===== config.mk =====
export PLATFORM = sky130hd
export DESIGN_NAME = pool_layer
export DESIGN_NICKNAME = d
export VERILOG_FILES = /design/src/rtl/pool_layer.sv
export SDC_FILE = /design/constraint.sdc
export NUM_CORES = 1
export LEC_CHECK = 0
export CORE_UTILIZATION = 60
export CTS_BUF_LIST = sky130_fd_sc_hd__clkbuf_4
export DETAILED_ROUTE_END_ITERATION = 12
export DONT_BUFFER_PORTS = 1
export GPL_TIMING_DRIVEN = 0
export PLACE_DENSITY = 0.77
export SLEW_MARGIN = 20
export SYNTH_ARGS = -nofsm -noshare
export SYNTH_HDL_FRONTEND = slang
export SYNTH_SLANG_ARGS = --single-unit

===== constraint.sdc =====
create_clock -name clk -period 7.4 [get_ports clk]
set_input_delay 0.37 -clock clk [delete_from_list [all_inputs] [get_ports clk]]
set_output_delay 0.37 -clock clk [all_outputs]
set_load 0.02 [all_outputs]

===== src/rtl/pool_layer.sv =====
// Streaming 2x2 stride-2 signed max-pool over one feature map, with a half-row line buffer.
// Optional build macro POOL_RELU_CLAMP_EN clamps negative input pixels to zero before use.
module pool_layer #(
    parameter int POOL_X          = 24,
    parameter int POOL_Y          = 24,
    parameter int POOL_DATA_WIDTH = 45
) (
    input  logic                       clk,
    input  logic                       rst,
    input  logic                       pool_enable,
    input  logic                       relu_valid,
    input  logic [POOL_DATA_WIDTH-1:0] relu_data,
    output logic                       relu_ready,
    output logic                       pool_valid,
    output logic [POOL_DATA_WIDTH-1:0] pool_data,
    input  logic                       pool_ready,
    output logic                       pool_done
);

    localparam int W   = POOL_DATA_WIDTH;
    localparam int LBD = POOL_X / 2;
    localparam int LBW = (LBD > 1) ? $clog2(LBD) : 1;
    localparam int CW  = LBW + 1;
    localparam int RW  = (POOL_Y > 2) ? $clog2(POOL_Y) : 1;

    localparam logic [CW-1:0] COL_LAST = CW'(POOL_X - 1);
    localparam logic [RW-1:0] ROW_LAST = RW'(POOL_Y - 1);

    localparam logic [1:0] S_IDLE  = 2'd0;
    localparam logic [1:0] S_RUN   = 2'd1;
    localparam logic [1:0] S_DRAIN = 2'd2;
    localparam logic [1:0] S_DONE  = 2'd3;

    logic [1:0]    state;
    logic [CW-1:0] col;
    logic [RW-1:0] row;
    logic [W-1:0]  h;
    logic [W-1:0]  lb [LBD];
    logic [W-1:0]  pix;
    logic [LBW-1:0] lb_idx;
    logic          accept;
    logic          out_hs;
    logic          col_last;
    logic          row_last;

    function automatic logic [W-1:0] smax(input logic [W-1:0] a, input logic [W-1:0] b);
        return ($signed(a) > $signed(b)) ? a : b;
    endfunction

    assign relu_ready = (state == S_RUN) && (!pool_valid || pool_ready);
    assign accept     = relu_valid && relu_ready;
    assign out_hs     = pool_valid && pool_ready;
    assign col_last   = (col == COL_LAST);
    assign row_last   = (row == ROW_LAST);
    assign lb_idx     = col[CW-1:1];

    // Input pixel conditioning (optional clamp of negatives)
    always_comb begin
        pix = relu_data;
`ifdef POOL_RELU_CLAMP_EN
        if (relu_data[W-1]) begin
            pix = {W{1'b0}};
        end else begin
            pix = relu_data;
        end
`endif
    end

    // Control FSM, raster counters, hold register and output register
    always_ff @(posedge clk or posedge rst) begin
        if (rst) begin
            state      <= S_IDLE;
            col        <= {CW{1'b0}};
            row        <= {RW{1'b0}};
            h          <= {W{1'b0}};
            pool_data  <= {W{1'b0}};
            pool_valid <= 1'b0;
            pool_done  <= 1'b0;
        end else begin
            pool_done <= 1'b0;
            case (state)
                S_IDLE: begin
                    if (pool_enable) begin
                        state      <= S_RUN;
                        col        <= {CW{1'b0}};
                        row        <= {RW{1'b0}};
                        pool_data  <= {W{1'b0}};
                        pool_valid <= 1'b0;
                    end
                end
                S_RUN: begin
                    if (!pool_enable) begin
                        state      <= S_IDLE;
                        pool_valid <= 1'b0;
                    end else begin
                        if (out_hs) begin
                            pool_valid <= 1'b0;
                        end
                        if (accept) begin
                            if (col_last) begin
                                col <= {CW{1'b0}};
                                row <= row_last ? {RW{1'b0}} : row + {{(RW-1){1'b0}}, 1'b1};
                            end else begin
                                col <= col + {{(CW-1){1'b0}}, 1'b1};
                            end
                            // Bottom-right pixel closes a window; a same-cycle handshake is overridden
                            if (row[0] && col[0]) begin
                                pool_data  <= smax(lb[lb_idx], smax(h, pix));
                                pool_valid <= 1'b1;
                            end else if (!col[0]) begin
                                h <= pix;
                            end
                            if (row_last && col_last) begin
                                state <= S_DRAIN;
                            end
                        end
                    end
                end
                S_DRAIN: begin
                    if (!pool_enable) begin
                        state      <= S_IDLE;
                        pool_valid <= 1'b0;
                    end else if (out_hs) begin
                        state      <= S_DONE;
                        pool_valid <= 1'b0;
                        pool_done  <= 1'b1;
                    end
                end
                S_DONE: begin
                    state <= S_IDLE;
                end
                default: begin
                    state      <= S_IDLE;
                    pool_valid <= 1'b0;
                end
            endcase
        end
    end

    // Half-row line buffer: top-row pair maxima, always written before being read
    always_ff @(posedge clk) begin
        if (state == S_RUN && pool_enable && accept && !row[0] && col[0]) begin
            lb[lb_idx] <= smax(h, pix);
        end
    end

endmodule

==> results of run 1 <==
-- cells in the final DEF, fill, tap and decap left out, types with 15 or more instances in the layout --
master	Yosys	final
clkbuf_4	0	247
nor2_1	61	51
mux2i_1	46	46
a21o_1	16	16
ha_1	93	93
o311ai_1	42	42
o21ai_0	71	65
a21oi_1	76	71
dfrtp_1	104	104
buf_4	0	28
nand4_1	17	17
inv_1	94	93
nand3_1	15	15
edfxtp_1	540	540
clkinv_1	0	29
dlygate4sd3_1	0	65
o2111ai_1	45	45
mux2_2	48	48
mux4_2	135	135
clkbuf_1	64	55
nand2_1	133	133
-- critical path, stage by stage, from the launching register on --
cell,delay [ns]
dfrtp_1,0.41
ha_1,0.32
a21oi_1,0.17
o21ai_0,0.18
a221o_1,0.39
a211o_1,0.32
a2111oi_4,0.59
a21oi_1,0.27
clkbuf_2,0.30
clkbuf_2,0.34
a21oi_1,0.45
ha_1,0.25
nand4_1,0.10
nor3_1,0.32
and3_1,0.30
nand2_1,0.07
o21ai_0,0.34
mux2_2,0.43
a21oi_1,0.38
o21ai_4,0.25
o21a_2,0.35
buf_2,0.24
o311ai_1,0.34
-- power breakdown --
part	internal (W)	switching [W]
registers	0.00478	0.000142
logic	0.00112	0.00242
clock network	0.00160	0.00147
-- cell families after synthesis --
| kind of cell | share of synthesized area [%] |
|---|---|
| compound gates | 7.01 |
| xor+xnor | 0.0314 |
| fa+ha+maj | 4.17 |
| buf+inv | 2.55 |
| flops | 67.4 |
| mux | 14.5 |
| simple gates | 4.42 |
-- state kept, by name (all words and copies together), names as in the netlist --
| signal | count |
|---|---|
| pool_data | 45 |
| col | 5 |
| state | 2 |
| row | 5 |
| h | 45 |
| pool_valid | 1 |
| pool_done | 1 |
| lb | 540 |
-- final cells by class --
type / count / area (um2) / share of cell area [%]
sequential: 644 / 18800 / 58.0
multi-input combinational: 887 / 8560 / 26.4
clock buffer: 247 / 1850 / 5.72
timing repair buffer: 119 / 1450 / 4.46
tap: 600 / 751 / 2.31
buffer: 93 / 385 / 1.19
inverter: 94 / 358 / 1.10
clock inverter: 47 / 263 / 0.810
antenna: 3 / 7.51 / 0.0231
-- stage by stage --
| stage | setup WS [ns] | power [W] | area [um2] | std cells |
|---|---|---|---|---|
| detailed placement | -0.526 | 0.00832 | 29500 | 2365 |
| CTS | 0.0243 | 0.0114 | 32300 | 2726 |
| floorplan | 1.79 | 0.00715 | 27900 | 1718 |
| global placement | -3.25 | 0.00814 | 28700 | 2318 |
| global route | -0.00607 | 0.0120 | 32400 | 2734 |
| finish | 0.133 | 0.0115 | 32400 | 2734 |
-- timing repair --
action,4_1_cts,5_1_grt
endpoints found under the hold margin,641,23
hold buffers,64,2
resized for setup,9,22
setup buffers,3,3
pin swaps,1,1
endpoints found under the setup margin,44,44
-- routing by layer --
layer  vias up  part of all wire (%)  GRT usage [%]
met4         2                   4.0           15.3
met2      1093                    48           51.8
met1      9126                    38           43.4
li1       7493                     -              -
met3       218                    11           9.50
met5         -                 0.015              0
-- final timing paths --
check	slack, ns	to	start	cells past startpoint
worst max-delay path	0.13	pool_data[37]	h[20]	22
worst min-delay path	0.06	h[4]	relu_data[4]	2
worst max register to register	0.13	pool_data[37]	h[20]	22
worst min register to register	0.54	h[8]	h[8]	1
max in group asynchronous	6.49	pool_data[39]	rst	4
min in group asynchronous	0.47	h[3]	rst	4
==> metrics.txt, run 1 <==
Starting Density=a little over 60%; cell with the most instances after synthesis=edfxtp_1; Worst-Margin Slew=around 1.1 ns; Core Util, Final=71.0%; Max-slew headroom=between 20% and 30%; CTS Sinks=644; worst skew pair latency=1.06 ns; final period utilization=a little under 100%; CTS H-tree lvls=4; commonest cells in the netlist=edfxtp_1, mux4_2, nand2_1; Die Wd=around 220 um; total global-route track usage=33.1%; number of global-route vias before repair=18,000; P&R area growth vs syn=16.1%; PortBufs=0; Root Buffer=clkbuf_4; Post-Syn Nets=1,861; WL final=75,600 um; TNS Setup=0 ns; fillers=2,906; Num CTS Buffers=162; chip height=218 um; Mean Syn Cell Area=roughly 16 um2; DP HPWL=50,700 um; Post-synth EDFFs=540; Starting DRT DRC Count=2,173; Final Max Slew Viols=0; Worst Setup End Kind=flip-flop; Max Root-Sink Buffers=3; Syn Inst Count=~1,700; Final nets=~2,100; pin count of the biggest net entering global routing=65; DRC viols=0; WS Path Type=reg2reg; HP Class=in2reg; status=finished clean; Antenna Nets Post-Route=0; CP Max Fanout=10; Synth top area share=about three fifths; fmax=approximately 0.14 GHz; top cells by area, synth=edfxtp_1, mux4_2, dfrtp_1; min Tclk post-route=about 7.3 ns; Worst Path Arrival=~8 ns; Site Rows=78; post-synthesis sequential area ratio=67.4%; WL per Instance=27.6 um; RD Place Congestion=0.945; Max VDD drop=roughly 210 uV; global-route wire length before repair=between 100,000 and 150,000 um; fraction of registers with async set/reset=16.1%; CP Data Required Time=just over 8 ns; synth warn=0; number of synthesized register bits=644; Post-synth top flop=edfxtp_1; Die ar.=between 40,000 and 50,000 um2; initial antenna violation count=4; max-cap viol count=0; Yosys top cell by area=edfxtp_1; Final Skew=roughly 0.095 ns; Leakage=roughly 11 nW; post-DR vias/cell=~6.6; CTS tree=done; GRT Residual Overflow=0; vias=17,900; PD cells=355 nW/um2; DR pass1 iterations=5; layout cells sized above 1=26.1%; CTS clock-pin slew for the worst setup and hold paths=0.07 ns; Mapped Area=27,900 um2; Yosys cell types=58; hold slack=0.0637 ns; I/O Pins=98; Core Box Area=~46,000 um2; final setup violation count=0; Fin. Hold Viols=0; Worst setup SP type=flip-flop
Power figures use the tool's default switching activity.
==> run 2: changes to the inputs <==
--- a/config.mk
+++ b/config.mk
@@ -6,7 +6,7 @@
 export NUM_CORES = 1
 export LEC_CHECK = 0
 export CORE_UTILIZATION = 60
-export CTS_BUF_LIST = sky130_fd_sc_hd__clkbuf_4
+export CTS_BUF_LIST = sky130_fd_sc_hd__clkbuf_8
 export DETAILED_ROUTE_END_ITERATION = 12
 export DONT_BUFFER_PORTS = 1
 export GPL_TIMING_DRIVEN = 0
==> constraint.sdc (replaced) <==
create_clock -name clk -period 7.4 [get_ports clk]
set_input_delay 1.48 -clock clk [delete_from_list [all_inputs] [get_ports clk]]
set_output_delay 1.48 -clock clk [all_outputs]
set_load 0.02 [all_outputs]
==> run 2 against run 1 <==
  * Via count decreased by 4.9%
  * Cell count decreased by 6.1%
  * Critical path type is now in2reg
  * First-iteration DRC count decreased by 4.9%
  * Utilization decreased by 1.7 points
  * Setup slack about the same
  * Clock power decreased by 4%
  * Sequential share of layout area increased by 1.4 points
  * Critical endpoint is now pool_data[19]
  * Total power decreased by 1.6%
  * Highest routed layer is now met4
  * Largest power group unchanged
==> metrics.txt, run 2 (same netlist as run 1, synthesis figures left out) <==
Leakage=roughly 11 nW; status=finished clean; HP Class=reg2reg; Starting Density=61.2%; Clk network pwr share=between 20% and 30%; Max-slew headroom=28.4%; Worst setup SP type=input port; number of global-route vias before repair=17,300; CTS tree=done; CP Max Fanout=10; Die Wd=218 um; Setup WS pre-CTS=-1.64 ns; CTS clock-pin slew for the worst setup and hold paths=0.07 ns; max-cap viol count=0; pin count of the biggest net entering global routing=between 60 and 70; fmax=between 0.1 and 0.15 GHz; CTS H-tree lvls=3; Critical Path Start=relu_data[44]; Die ar.=47,400 um2; min Tclk post-route=slightly above 7 ns; FF-to-FF End=pool_data[19]; WL per Instance=28.8 um; fillers=2,900; WS Path Type=in2reg; Internal=around 0.0074 W; I/O Pins=98; final period utilization=98.2%; Sw Pwr=0.00394 W; PD cells=358 nW/um2; Final Max Slew Viols=0; Worst-Margin Slew=1.07 ns; commonest non-fill, non-tap cell in the layout=edfxtp_1; PnR worst setup slack=0.132 ns; register with the most flip-flops=lb; reg2reg setup slack=0.17 ns; Worst Setup End Kind=flip-flop; Final Skew=0.0271 ns; post-DR vias/cell=6.65; power share of the combinational group=30.6%; Final nets=2,021; Fin. Hold Viols=0; total global-route track usage=32.1%; most frequent cells in the layout=edfxtp_1, mux4_2, nand2_1, inv_1, clkbuf_8; biggest regs=lb: 540 flops, h: 45 flops, pool_data: 45 flops; Site Rows=78; Sw Ratio=34.8%; Worst Path Arrival=just under 8 ns; layout cells sized above 1=approximately 22%; CP Data Required Time=7.98 ns; chip height=218 um; WL final=around 74,000 um; DP HPWL=50,700 um; Num CTS Buffers=between 100 and 150; DR pass1 iterations=6; Starting DRT DRC Count=between 2,000 and 2,500; total power=0.0113 W; Antenna Nets Post-Route=0; P&R area growth vs syn=13.4%; final setup violation count=0; Core Util, Final=about 69%; RD Place Congestion=0.945; register share of total power=43.4%; Max VDD drop=233 uV; vias=17,100; initial antenna violation count=0; CTS Sinks=between 600 and 700; Critical Path End=pool_data[19]; PortBufs=0; global-route wire length before repair=roughly 110,000 um; RSZ-0062 raised after global routing=no; GRT Residual Overflow=0; Root Buffer=clkbuf_8; Register-to-Register Path Depth=19; Max Root-Sink Buffers=3; worst skew pair latency=0.70 ns; Core Box Area=45,700 um2; RR Startpoint=col[2]; Largest register FFs=540; DRC viols=0
run 2: power groups by stage:
stage                     clock network [W]  registers, W  logic [W]
after detailed placement                  0       0.00499    0.00333
after floorplan                           0       0.00495    0.00220
after CTS                           0.00296       0.00492    0.00340
final                               0.00295       0.00493    0.00347
after global routing                0.00312       0.00495    0.00376
after global placement                    0       0.00499    0.00316
run 2: how the worst min path moves through the flow:
stage | startpoint | endpoint | slack, ns | depth (start not counted)
floorplan | row[4] | row[4] | 0.45 | 1
finish | row[4] | row[4] | 0.52 | 1
global placement | row[4] | row[4] | 0.47 | 1
detailed placement | row[4] | row[4] | 0.50 | 1
global route | row[4] | row[4] | 0.52 | 1
CTS | row[4] | row[4] | 0.50 | 1
run 2: layer usage:
layer / vias to the layer above / global-route usage (%) / part of all wire (%)
met3: 204 / 8.68 / 11
met4: 0 / 14.3 / 4.2
li1: 7146 / - / -
met5: - / 0 / 0
met2: 1044 / 50.4 / 47
met1: 8662 / 42.5 / 38
run 2: area by class of cell:
cell class              instances  area (um2)  share of cell area, %
well taps                     600         751                   2.37
clock buffers                 107        1470                   4.65
repair buffers                 57         787                   2.49
diodes                          1        2.50                0.00790
inverters                      94         358                   1.13
plain buffers                  93         389                   1.23
multi-input cells             887        8580                   27.1
clock inverters                83         505                   1.60
flip-flops and latches        644       18800                   59.4
run 2: through the flow:
stage | setup TNS (ns) | instance area, um2 | hold slack, ns | std cells
2_1_floorplan | 0 | 27900 | 0.451 | 1718
3_3_place_gp | -738.94 | 28700 | 0.467 | 2318
3_5_place_dp | -69.78 | 29500 | 0.495 | 2365
4_1_cts | 0 | 31600 | 0.499 | 2564
5_1_grt | 0 | 31700 | 0.519 | 2565
6_report | 0 | 31700 | 0.515 | 2566
run 2: worst max-delay path, cell delays in order:
cell and delay (ns):
inv_1 0.03, ha_1 0.35, nand4_1 0.33, nor4_4 0.37, buf_4 0.19, nand3_1 0.08
a31oi_1 0.25, a2111oi_4 0.09, a21oi_2 0.29, clkbuf_2 0.33, clkbuf_4 0.36, a21oi_2 0.15
ha_1 0.37, nand2_1 0.08, nor3_1 0.35, and3_1 0.30, nand2_1 0.07, o21ai_0 0.33
mux2_2 0.43, a21oi_1 0.39, o21ai_4 0.26, o21a_2 0.35, buf_2 0.24, o311ai_1 0.35
run 2: repair_timing:
action	in CTS	in global routing
endpoints found under the hold margin	0	0
pin swaps	3	1
setup buffers	9	1
resized for setup	24	14
endpoints found under the setup margin	45	43
hold buffers	0	0
